**config.mk**
```make
export PLATFORM = sky130hd
export DESIGN_NAME = decode
export DESIGN_NICKNAME = d
export VERILOG_FILES = /design/src/rtl/decode.sv
export SDC_FILE = /design/constraint.sdc
export NUM_CORES = 1
export LEC_CHECK = 0
export CAP_MARGIN = 20
export CORE_MARGIN = 2
export CORE_UTILIZATION = 47
export DETAILED_ROUTE_END_ITERATION = 12
export MAX_ROUTING_LAYER = met4
export PLACE_DENSITY = 0.94
export SKIP_CTS_REPAIR_TIMING = 1
export SLEW_MARGIN = 20
export SYNTH_ARGS = -nofsm -noshare
export SYNTH_HDL_FRONTEND = slang
export SYNTH_SLANG_ARGS = --single-unit
```
**constraint.sdc**
```tcl
create_clock -name clk -period 2.6 [get_ports clk]
set_input_delay 0.39 -clock clk [delete_from_list [all_inputs] [get_ports clk]]
set_output_delay 0.39 -clock clk [all_outputs]
set_load 0.03 [all_outputs]
```
**src/rtl/decode.sv**
```systemverilog
// Decode stage of the in-order RV32I pipeline.
// Registers one fetched instruction per cycle. It splits the instruction into
// register indices, a sign-extended immediate and control flags, and flags
// illegal encodings. Fetch-side exceptions override illegal-encoding detection.
module decode #(
    parameter int ADDR_W     = 32,
    parameter int INSTR_W    = 32,
    parameter int EX_W       = 4,
    parameter int EX_ILLEGAL = 2
) (
    input  logic               clk,
    input  logic               reset,
    input  logic [INSTR_W-1:0] fe_instr,
    input  logic [ADDR_W-1:0]  fe_pc,
    input  logic [EX_W-1:0]    fe_exception,
    input  logic               fe_exception_valid,
    input  logic               fe_valid,
    input  logic               stall,
    input  logic               flush,
    output logic               fe_stall,
    output logic               de_valid,
    output logic [ADDR_W-1:0]  de_pc,
    output logic [6:0]         de_opcode,
    output logic [2:0]         de_funct3,
    output logic               de_funct7b5,
    output logic [4:0]         de_rs1,
    output logic [4:0]         de_rs2,
    output logic [4:0]         de_rd,
    output logic [31:0]        de_imm,
    output logic               de_reg_write,
    output logic               de_mem_read,
    output logic               de_mem_write,
    output logic               de_branch,
    output logic               de_jump,
    output logic               de_alu_src_imm,
    output logic [EX_W-1:0]    de_exception,
    output logic               de_exception_valid
);

    localparam logic [6:0] OP_LUI    = 7'b0110111;
    localparam logic [6:0] OP_AUIPC  = 7'b0010111;
    localparam logic [6:0] OP_JAL    = 7'b1101111;
    localparam logic [6:0] OP_JALR   = 7'b1100111;
    localparam logic [6:0] OP_LOAD   = 7'b0000011;
    localparam logic [6:0] OP_IMM    = 7'b0010011;
    localparam logic [6:0] OP_MISC   = 7'b0001111;
    localparam logic [6:0] OP_SYSTEM = 7'b1110011;
    localparam logic [6:0] OP_STORE  = 7'b0100011;
    localparam logic [6:0] OP_BRANCH = 7'b1100011;
    localparam logic [6:0] OP_OP     = 7'b0110011;

    logic [31:0] instr;
    logic [6:0]  opcode;
    logic [2:0]  funct3;
    logic [6:0]  funct7;

    assign instr  = fe_instr[31:0];
    assign opcode = instr[6:0];
    assign funct3 = instr[14:12];
    assign funct7 = instr[31:25];

    // Stall passes straight back to fetch, independent of reset and flush.
    assign fe_stall = stall;

    logic [4:0]      rs1_next;
    logic [4:0]      rs2_next;
    logic [4:0]      rd_next;
    logic [31:0]     imm_next;
    logic            reg_write_next;
    logic            mem_read_next;
    logic            mem_write_next;
    logic            branch_next;
    logic            jump_next;
    logic            alu_src_imm_next;
    logic            illegal;
    logic            exc_valid_next;
    logic [EX_W-1:0] exc_code_next;

    // Format decode: operand fields, immediate, raw control flags and legality.
    always_comb begin
        rs1_next         = instr[19:15];
        rs2_next         = instr[24:20];
        rd_next          = instr[11:7];
        imm_next         = '0;
        reg_write_next   = 1'b0;
        mem_read_next    = 1'b0;
        mem_write_next   = 1'b0;
        branch_next      = 1'b0;
        jump_next        = 1'b0;
        alu_src_imm_next = 1'b0;
        illegal          = 1'b0;
        case (opcode)
            OP_LUI, OP_AUIPC: begin
                imm_next         = {instr[31:12], 12'b0};
                rs1_next         = '0;
                rs2_next         = '0;
                reg_write_next   = 1'b1;
                alu_src_imm_next = 1'b1;
            end
            OP_JAL: begin
                imm_next         = {{12{instr[31]}}, instr[19:12], instr[20], instr[30:21], 1'b0};
                rs1_next         = '0;
                rs2_next         = '0;
                reg_write_next   = 1'b1;
                jump_next        = 1'b1;
                alu_src_imm_next = 1'b1;
            end
            OP_JALR, OP_LOAD, OP_IMM, OP_MISC, OP_SYSTEM: begin
                imm_next         = {{20{instr[31]}}, instr[31:20]};
                rs2_next         = '0;
                alu_src_imm_next = 1'b1;
                reg_write_next   = (opcode != OP_MISC) && (opcode != OP_SYSTEM);
                jump_next        = (opcode == OP_JALR);
                mem_read_next    = (opcode == OP_LOAD);
                if (opcode == OP_JALR)
                    illegal = (funct3 != 3'd0);
                else if (opcode == OP_LOAD)
                    illegal = (funct3 == 3'd3) || (funct3 == 3'd6) || (funct3 == 3'd7);
                else if (opcode == OP_IMM)
                    illegal = ((funct3 == 3'd1) && (funct7 != 7'h00)) ||
                              ((funct3 == 3'd5) && (funct7 != 7'h00) && (funct7 != 7'h20));
            end
            OP_STORE: begin
                imm_next         = {{20{instr[31]}}, instr[31:25], instr[11:7]};
                rd_next          = '0;
                mem_write_next   = 1'b1;
                alu_src_imm_next = 1'b1;
                illegal          = (funct3 > 3'd2);
            end
            OP_BRANCH: begin
                imm_next    = {{20{instr[31]}}, instr[7], instr[30:25], instr[11:8], 1'b0};
                rd_next     = '0;
                branch_next = 1'b1;
                illegal     = (funct3 == 3'd2) || (funct3 == 3'd3);
            end
            OP_OP: begin
                reg_write_next = 1'b1;
                illegal        = ((funct7 != 7'h00) && (funct7 != 7'h20)) ||
                                 ((funct7 == 7'h20) && (funct3 != 3'd0) && (funct3 != 3'd5));
            end
            default: begin
                rs1_next = '0;
                rs2_next = '0;
                rd_next  = '0;
                illegal  = 1'b1;
            end
        endcase
        // Compressed or reserved low bits never match a 32-bit encoding.
        if (instr[1:0] != 2'b11)
            illegal = 1'b1;
    end

    // Exception selection: a fetch fault outranks an illegal encoding.
    always_comb begin
        exc_valid_next = fe_exception_valid || illegal;
        exc_code_next  = '0;
        if (fe_exception_valid)
            exc_code_next = fe_exception;
        else if (illegal)
            exc_code_next = EX_W'(EX_ILLEGAL);
    end

    // Pipeline register: reset > flush > stall > capture; excepting instructions have side effects suppressed.
    always_ff @(posedge clk) begin
        if (!reset) begin
            de_valid           <= 1'b0;
            de_pc              <= '0;
            de_opcode          <= '0;
            de_funct3          <= '0;
            de_funct7b5        <= 1'b0;
            de_rs1             <= '0;
            de_rs2             <= '0;
            de_rd              <= '0;
            de_imm             <= '0;
            de_reg_write       <= 1'b0;
            de_mem_read        <= 1'b0;
            de_mem_write       <= 1'b0;
            de_branch          <= 1'b0;
            de_jump            <= 1'b0;
            de_alu_src_imm     <= 1'b0;
            de_exception       <= '0;
            de_exception_valid <= 1'b0;
        end else if (flush || (!stall && !fe_valid)) begin
            de_valid           <= 1'b0;
            de_reg_write       <= 1'b0;
            de_mem_read        <= 1'b0;
            de_mem_write       <= 1'b0;
            de_branch          <= 1'b0;
            de_jump            <= 1'b0;
            de_alu_src_imm     <= 1'b0;
            de_exception_valid <= 1'b0;
        end else if (!stall) begin
            de_valid           <= 1'b1;
            de_pc              <= fe_pc;
            de_opcode          <= opcode;
            de_funct3          <= funct3;
            de_funct7b5        <= instr[30];
            de_rs1             <= rs1_next;
            de_rs2             <= rs2_next;
            de_rd              <= rd_next;
            de_imm             <= imm_next;
            de_reg_write       <= reg_write_next && !exc_valid_next;
            de_mem_read        <= mem_read_next && !exc_valid_next;
            de_mem_write       <= mem_write_next && !exc_valid_next;
            de_branch          <= branch_next && !exc_valid_next;
            de_jump            <= jump_next && !exc_valid_next;
            de_alu_src_imm     <= alu_src_imm_next;
            de_exception       <= exc_code_next;
            de_exception_valid <= exc_valid_next;
        end
    end

endmodule

```
==> results of run 1 <==
[flip-flops by register name (all words and copies together) (netlist names), 3 cells and up]
signal and cells:
de_rs2 5, de_imm 32, de_exception 4, de_rd 5, de_funct3 3, de_opcode 7
de_pc 32, de_rs1 5
[through the flow]
stage / power [mW] / hold WS (ns) / cell area, um^2 / instances
after floorplan: 1.86 / 0.525 / 4410 / 497
after global placement: 2.11 / 0.435 / 6370 / 774
after detailed placement: 2.12 / 0.447 / 6370 / 774
after CTS: 3.10 / 0.453 / 6570 / 789
after global routing: 3.20 / 0.463 / 6570 / 789
final: 3.10 / 0.454 / 6570 / 789
[logic make-up after synthesis]
logic type / after synthesis / share of synthesized area
DFF: 102 / 0.463
AOI/OAI and AO/OA: 157 / 0.273
xor gates and xnor gates: 2 / 0.00397
and+or+nand+nor: 190 / 0.213
buffers and inverters: 45 / 0.0440
muxes: 1 / 0.00255
[tightest hold or removal path, delay by kind of cell, from the launching register on]
| family | cells | cell delay [ns] |
|---|---|---|
| AND/OR/NAND/NOR | 1 | 0.05 |
| flip-flops | 1 | 0.32 |
| AO/OA/AOI/OAI | 1 | 0.05 |
[path summary, 6_finish.rpt]
| check | from | end | slack [ns] | cells after the start |
|---|---|---|---|---|
| setup / recovery | fe_instr[2] | de_imm[27] | 0.31 | 7 |
| hold / removal | de_reg_write | de_reg_write | 0.45 | 2 |
| setup reg to reg | de_imm[1] | de_imm[1] | 1.77 | 2 |
| hold reg to reg | de_reg_write | de_reg_write | 0.45 | 2 |
[cells in the final DEF (no fill, tap or decap), types with 2 or more instances in the layout]
| cell | count |
|---|---|
| nand2b_1 | 6 |
| nor2b_1 | 24 |
| and2_1 | 3 |
| xor2_1 | 2 |
| nor3b_1 | 2 |
| clkbuf_8 | 10 |
| nand3_1 | 4 |
| nand4bb_1 | 2 |
| o21a_1 | 2 |
| inv_1 | 5 |
| a21oi_1 | 13 |
| dfxtp_1 | 102 |
| nor4_1 | 4 |
| nor3_1 | 5 |
| or3b_2 | 2 |
| nor2_1 | 8 |
| a32oi_1 | 7 |
| o22a_1 | 3 |
| or2_1 | 2 |
| a21o_1 | 2 |
| a2111o_1 | 2 |
| a21boi_0 | 25 |
| clkdlybuf4s50_1 | 175 |
| a21boi_1 | 33 |
| nand2_1 | 109 |
| o21ai_0 | 4 |
| o31a_1 | 2 |
| a31oi_1 | 3 |
| and3_1 | 7 |
| o22ai_1 | 4 |
| buf_4 | 28 |
| o21ai_1 | 6 |
| a22oi_1 | 27 |
| a221o_1 | 12 |
[per-layer routing]
layer | GRT usage | share of wire
met5 | - | 0
met4 | 0.104 | 0.020
met3 | 0.0589 | 0.060
met2 | 0.470 | 0.50
met1 | 0.341 | 0.42
[power by group through the flow]
stage | logic, mW | registers (mW) | clock network (mW)
2_1_floorplan | 0.168 | 1.69 | 0
3_3_place_gp | 0.468 | 1.64 | 0
3_5_place_dp | 0.475 | 1.64 | 0
4_1_cts | 0.478 | 1.60 | 1.02
5_1_grt | 0.512 | 1.61 | 1.08
6_report | 0.480 | 1.60 | 1.01
[final cells by class]
class	instances	area [um^2]
Timing Repair Buffer	205	1990
Inverter	6	22.5
Fill cell	672	2590
Multi-Input combinational cell	350	2180
Clock inverter	4	55.1
Tap cell	111	139
Sequential cell	102	2040
Clock buffer	11	141
==> reports/qor.yml, run 1 <==
power.leakage_nw: 2.30
period_minus_slack_ns: 2.29
routed_wl_mm: 14.1
area_growth_pct: 49.0
antenna_found_initial: 0
clkPwrFrac: 0.327
overflow: 0
synth_most_common_cell: "nand2_1"
synth_commonest_cells: "109 x nand2_1, 102 x dfxtp_1, 33 x a21boi_1, 27 x a22oi_1"
die_w_um: 101
synth_ff_type: "dfxtp_1"
layout-drive-gt1-share: 0.0885
finalCritPeriodShare: 0.880
cp_top_family: "buffers and inverters"
drc_errors: 0
die_area_mm2: 0.0102
place.detailed.hpwl_mm: 10.5
cts_tree: "done"
yosysSeqAreaShare: 0.463
dp_slack_ns: 0.00972
relSlewSlack: 0.506
syn_area_per_cell_um2: 8.87
syn-cell-area_mm2: 0.00441
synth_edf_count: 0
yosys.area.top_type_share: 0.463
port_buffers: 176
power_density_mw_per_mm2: 472
synth_cells: 497
final_antenna_net_count: 0
yosys-top-cells-area: "dfxtp_1 46%, nand2_1 9.3%, a21boi_1 5.6%"
die_h_um: 101
crit_chain: "clkdlybuf4s50_1, buf_4, nand4bb_1, a21oi_1, o21a_1, nand2_1, a21boi_1"
yosysUniqueCellTypes: 60
io_pins: 177
rsz0062_at_grt: "no"
crit_arrival_ns: 2.58
syn_nets: 571
cts.sinks: 102
switching_power_mw: 0.801
initial_core_util: 0.482
cp_slowest_cell: "clkdlybuf4s50_1"
utilization: 0.717
ys_async_sr_fraction: 0
crit_buf_inv: 2
synth_seq_cells: 102
ctsHtreeMaxLevel: 3
cp-start-kind: "input port"
status: "completed"
setup_slack_ns: 0.313
vias: 4430
p_sw_frac: 0.259
cts-root-buf: "clkbuf_8"
peakVddDrop_uv: 307
finalSetupTns_ns: 0
fmax_mhz: 437
hold_violations: 0
grt.total_usage: 0.284
crit_type: "input port to flop"
drtPass1Iterations: 4
pwr-share-seq: 0.518
required_ns: 2.89
max_cap_violations: 0
ys_warn_count: 0
end_kind: "flop"
grt_pass1_vias: 4489
place.gp.congestion: 0.925
crit_fanout: 12
rows: 35
drtIter0Drc: 235
slew_viol_final: 0
hp-class: "flop to flop"
slowest_delay_ns: 0.70
tightest_slew_ns: 0.740
wl_per_cell_um: 17.8
power_frac_comb: 0.155
finalSetupViolCount: 0
intPower_mw: 2.30
viasPerCell: 5.61
clkLatencyLatePin_ns: 0.35
numCtsBuffers: 9
nets: 748
grt_max_degree: 90
diodes: 0
yosysTopAreaCell: "dfxtp_1"
core_mm2: 0.00915
finClkSkew_ns: 0
clk_path_buf_depth: 2
grt_pass1_wl_mm: 22.0
clk_pin_slew_ns: 0.09
Note: power is estimated with default switching activity, not from simulation.
==> run 2, diff against run 1 <==
--- a/config.mk
+++ b/config.mk
@@ -7,10 +7,10 @@
 export LEC_CHECK = 0
 export CAP_MARGIN = 20
 export CORE_MARGIN = 2
-export CORE_UTILIZATION = 47
+export CORE_UTILIZATION = 43
 export DETAILED_ROUTE_END_ITERATION = 12
 export MAX_ROUTING_LAYER = met4
-export PLACE_DENSITY = 0.94
+export PLACE_DENSITY = 0.88
 export SKIP_CTS_REPAIR_TIMING = 1
 export SLEW_MARGIN = 20
 export SYNTH_ARGS = -nofsm -noshare
==> constraint.sdc (replaced) <==
create_clock -name clk -period 2.35 [get_ports clk]
set_input_delay 0.3525 -clock clk [delete_from_list [all_inputs] [get_ports clk]]
set_output_delay 0.3525 -clock clk [all_outputs]
set_load 0.03 [all_outputs]
==> reports/qor.yml, run 2 (synthesis gave the netlist of run 1 again) <==
crit_fanout: 9  # -3
required_ns: 2.66  # -0.23 ns
cts.sinks: 102  # unchanged
grt_pass1_vias: 4507  # +0.40%
final_common_cell: "clkdlybuf4s50_1"
grt.total_usage: 0.263  # -0.0209
power_mw: 3.44  # +11%
cp-start-kind: "input port"
largest_registers: "de_imm (32), de_pc (32), de_opcode (7)"
grt_max_degree: 89  # -1.1%
rsz0062_at_grt: "no"
routed_wl_mm: 14.3  # +1.4%
numCtsBuffers: 9  # unchanged
initial_core_util: 0.447  # -0.0348
fillCellCount: 782  # +16%
whs_ns: 0.407  # -0.0475 ns
drtIter0Drc: 233  # -0.85%
cts-root-buf: "clkbuf_8"
die_h_um: 105  # +4.4%
crit_arrival_ns: 2.49  # -0.09 ns
finalSetupTns_ns: 0  # unchanged
cp_top_family: "buffers and inverters"
setup_slack_ns: 0.168  # -0.145 ns
die_w_um: 105  # +4.4%
period_minus_slack_ns: 2.18
rows: 36  # +2.9%
cts_tree: "done"
drc_errors: 0  # unchanged
relSlewSlack: 0.535  # +0.0288
peakVddDrop_uv: 349  # +14%
nets: 763  # +2.0%
ctsHtreeMaxLevel: 3  # unchanged
power.leakage_nw: 2.37  # +3.4%
fmax_mhz: 458
tightest_slew_ns: 0.697  # -0.0432 ns
power_frac_comb: 0.159  # +0.004
hold_violations: 0  # unchanged
clkLatencyLatePin_ns: 0.36  # about the same
grt.busiest_layer: "met2"
end_kind: "flop"
final_antenna_net_count: 0  # unchanged
finalSetupViolCount: 0  # unchanged
r2r_slack_ns: 1.50  # -0.27 ns
antenna_found_initial: 0  # unchanged
core_mm2: 0.00986  # +7.8%
switching_power_mw: 0.887  # +11%
port_buffers: 176  # unchanged
use_met3: 0.0656  # +0.00661
slew_viol_final: 0  # unchanged
max_cap_violations: 0  # unchanged
area_growth_pct: 52.2
clkPwrFrac: 0.325  # -0.002
intPower_mw: 2.55  # +11%
viasPerCell: 5.41  # -3.7%
dp_slack_ns: -0.169  # -0.179 ns
grt_util_met2: 0.422  # -0.0486
wl_per_cell_um: 17.3  # -3.3%
power_density_mw_per_mm2: 513  # +8.8%
gr-usage-met1: 0.312  # -0.0293
clk_path_buf_depth: 2  # unchanged
overflow: 0  # unchanged
crit_type: "input port to flop"
place.detailed.hpwl_mm: 10.7  # +1.8%
finalCritPeriodShare: 0.929
utilization: 0.680  # -0.0374
hp-class: "input port to flop"
crit_buf_inv: 1  # -1
place.gp.congestion: 1.05  # +14%
slowest_delay_ns: 0.67  # -0.03 ns
crit_chain: "clkdlybuf4s50_1, mux2_2, o22ai_1, o21bai_2, nor3_2, a221o_1"
status: "completed"
diodes: 0  # unchanged
pwr-share-seq: 0.516  # -0.002
io_pins: 177  # unchanged
layout_common_cells: "175 x clkdlybuf4s50_1, 109 x nand2_1, 102 x dfxtp_1"
vias: 4473  # +0.97%
layout-drive-gt1-share: 0.110  # +0.0210
p_sw_frac: 0.258  # -0.000810
drtPass1Iterations: 5  # +1
finClkSkew_ns: 0  # unchanged
die_area_mm2: 0.0111  # +8.9%
clk_pin_slew_ns: 0.10  # about the same
cp_slowest_cell: "clkdlybuf4s50_1"
grt_pass1_wl_mm: 22.6  # +2.9%
[run 2: area by class of cell]
class,count,area (um^2),share of cell area
Tap cell,133,166,0.0248
Multi-Input combinational cell,350,2180,0.325
Clock inverter,5,56.3,0.00839
Timing Repair Buffer,220,2100,0.313
Inverter,6,22.5,0.00336
Sequential cell,102,2040,0.304
Clock buffer,11,141,0.0211
[run 2: worst paths after layout]
path / from / to / depth (start not counted)
max: fe_instr[2] / de_imm[3] / 6
min: reset / de_mem_write / 4
max reg2reg: de_imm[3] / de_imm[3] / 2
min reg2reg: de_reg_write / de_reg_write / 2
[run 2: layer usage]
| metal | vias up | routed length [um] |
|---|---|---|
| li1 | 2140 | - |
| met1 | 2100 | 5850 |
| met3 | 33 | 1100 |
| met4 | 0 | 447 |
| met2 | 200 | 6870 |
| met5 | - | 0 |
[run 2: worst register-to-register path: cells and delay by family, from the launching register on]
kind / cells / cell delay [ns]
AND/OR/NAND/NOR: 1 / 0.14
flip-flops: 1 / 0.34
AO/OA/AOI/OAI: 1 / 0.26
[run 2: through the flow]
stage | cell area, um^2 | cells
6_report | 6710 | 827
5_1_grt | 6710 | 827
4_1_cts | 6710 | 827
3_5_place_dp | 6510 | 811
3_3_place_gp | 6510 | 811
2_1_floorplan | 4410 | 497
[run 2: power by group through the flow]
stage                     clock [mW]  sequential (mW)  combinational, mW
after CTS                       1.15             1.77              0.546
final                           1.12             1.77              0.548
after floorplan                    0             1.88              0.186
after detailed placement           0             1.81              0.543
after global placement             0             1.81              0.536
after global routing            1.21             1.78              0.584
==> run 3, diff against run 2 <==
==> constraint.sdc (replaced) <==
create_clock -name clk -period 2.5 [get_ports clk]
set_input_delay 0.375 -clock clk [delete_from_list [all_inputs] [get_ports clk]]
set_output_delay 0.375 -clock clk [all_outputs]
set_load 0.03 [all_outputs]
==> reports/qor.yml, run 3 (synthesis gave the netlist of run 1 again) <==
status: "completed"
nets: 746  # -2.2%
ctsHtreeMaxLevel: 3  # unchanged
r2r_cells: 2  # unchanged
wl_per_cell_um: 17.1  # -1.1%
cts_tree: "done"
grt_pass1_wl_mm: 22.3  # -1.6%
layout_common_cells: "175 x clkdlybuf4s50_1, 109 x nand2_1, 102 x dfxtp_1"
min_from: "reset"
viasPerCell: 5.43  # +0.34%
grt.total_usage: 0.259  # -0.00439
largest_registers: "de_imm (32), de_pc (32), de_opcode (7)"
routed_wl_mm: 13.8  # -3.1%
r2r_slack_ns: 1.68  # +0.18 ns
io_pins: 177  # unchanged
die_h_um: 105  # unchanged
final_antenna_net_count: 0  # unchanged
finClkSkew_ns: 0  # unchanged
grt_max_degree: 84  # -5.6%
area_growth_pct: 48.9
port_buffers: 176  # unchanged
rows: 36  # unchanged
grt_pass1_vias: 4383  # -2.8%
crit_type: "input port to flop"
clk_path_buf_depth: 2  # unchanged
drtPass1Iterations: 5  # unchanged
r2r-end: "de_imm[3]"
place.detailed.hpwl_mm: 10.2  # -4.7%
reg2reg_from: "de_imm[3]"
hold_depth: 2  # -2
numCtsBuffers: 9  # unchanged
hold_violations: 0  # unchanged
relSlewSlack: 0.546  # +0.0106
drc_errors: 0  # unchanged
crit_arrival_ns: 2.50  # about the same
tightest_slew_ns: 0.681  # -0.0160 ns
stdcell_count: 810  # -2.1%
rsz0062_at_grt: "no"
cp-start-kind: "input port"
vias: 4396  # -1.7%
layout-drive-gt1-share: 0.0871  # -0.0224
crit_fanout: 6  # -3
clkLatencyLatePin_ns: 0.36  # about the same
period_minus_slack_ns: 2.19
power_density_mw_per_mm2: 479  # -6.6%
finalSetupViolCount: 0  # unchanged
core_mm2: 0.00986  # unchanged
final_common_cell: "clkdlybuf4s50_1"
overflow: 0  # unchanged
die_area_mm2: 0.0111  # unchanged
antenna_found_initial: 0  # unchanged
fmax_mhz: 456
die_w_um: 105  # unchanged
hold_path_end: "de_funct3[2]"
initial_core_util: 0.447  # unchanged
cts.sinks: 102  # unchanged
max_cap_violations: 0  # unchanged
setup_slack_ns: 0.309  # +0.141 ns
slew_viol_final: 0  # unchanged
required_ns: 2.81  # +0.15 ns
place.gp.congestion: 1.03  # -2.1%
clk_pin_slew_ns: 0.10  # about the same
cts-root-buf: "clkbuf_8"
diodes: 0  # unchanged
dp_cells: 794  # -2.1%
finalCritPeriodShare: 0.877
power.leakage_nw: 2.28  # -3.9%
power_mw: 3.14  # -8.6%
hp-class: "input port to flop"
drtIter0Drc: 283  # +21%
dp_slack_ns: -0.0697  # +0.0998 ns
peakVddDrop_uv: 309  # -11%
end_kind: "flop"
[run 3: cell count changes in the layout (fill, tap and decap cells not counted), sizes merged]
cell	change
buf	-17
clkbuf	-1
inv	+1
clkinv	+1
bufinv	-1
[run 3: critical path, stage by stage]
cell             delay, ns
clkdlybuf4s50_1       0.47
nor4bb_1              0.53
nand2_1               0.17
o21bai_2              0.21
buf_4                 0.17
nor2_1                0.34
a221o_1               0.22
[run 3: area by class of cell]
class,instances,area (um^2)
fill,773,3300
inverter,6,22.5
tap,133,166
sequential,102,2040
multi-input combinational,350,2180
clock inverter,6,53.8
timing repair buffer,203,1970
clock buffer,10,128
[run 3: through the flow]
stage | hold WS [ns] | area (um^2) | utilization | setup TNS (ns)
2_1_floorplan | 0.510 | 4410 | - | 0
3_3_place_gp | 0.437 | 6380 | 0.647 | -0.291
3_5_place_dp | 0.441 | 6380 | 0.647 | -0.596
4_1_cts | 0.326 | 6560 | 0.665 | 0
5_1_grt | 0.320 | 6560 | 0.665 | 0
6_report | 0.333 | 6560 | 0.665 | 0
[run 3: how the worst max path moves through the flow]
stage / from / end / cells after the start
3_3_place_gp: flush / de_imm[3] / 7
2_1_floorplan: fe_instr[4] / de_exception_valid / 6
6_report: flush / de_imm[3] / 7
3_5_place_dp: flush / de_imm[2] / 7
4_1_cts: flush / de_imm[2] / 7
5_1_grt: flush / de_imm[16] / 7
[run 3: where the power goes]
group | leakage, nW | switching, mW | internal [mW] | total (mW)
clock network | 0.0890 | 0.603 | 0.379 | 0.981
registers | 0.825 | 0.0158 | 1.65 | 1.67
logic | 1.37 | 0.253 | 0.241 | 0.494
[run 3: routing by layer]
| layer | up-vias | wire length (um) | GRT usage |
|---|---|---|---|
| met5 | - | 0 | - |
| met4 | 0 | 374 | 0.0895 |
| met3 | 27 | 1130 | 0.0730 |
| met2 | 176 | 6690 | 0.424 |
| met1 | 2086 | 5630 | 0.305 |
| li1 | 2107 | - | - |
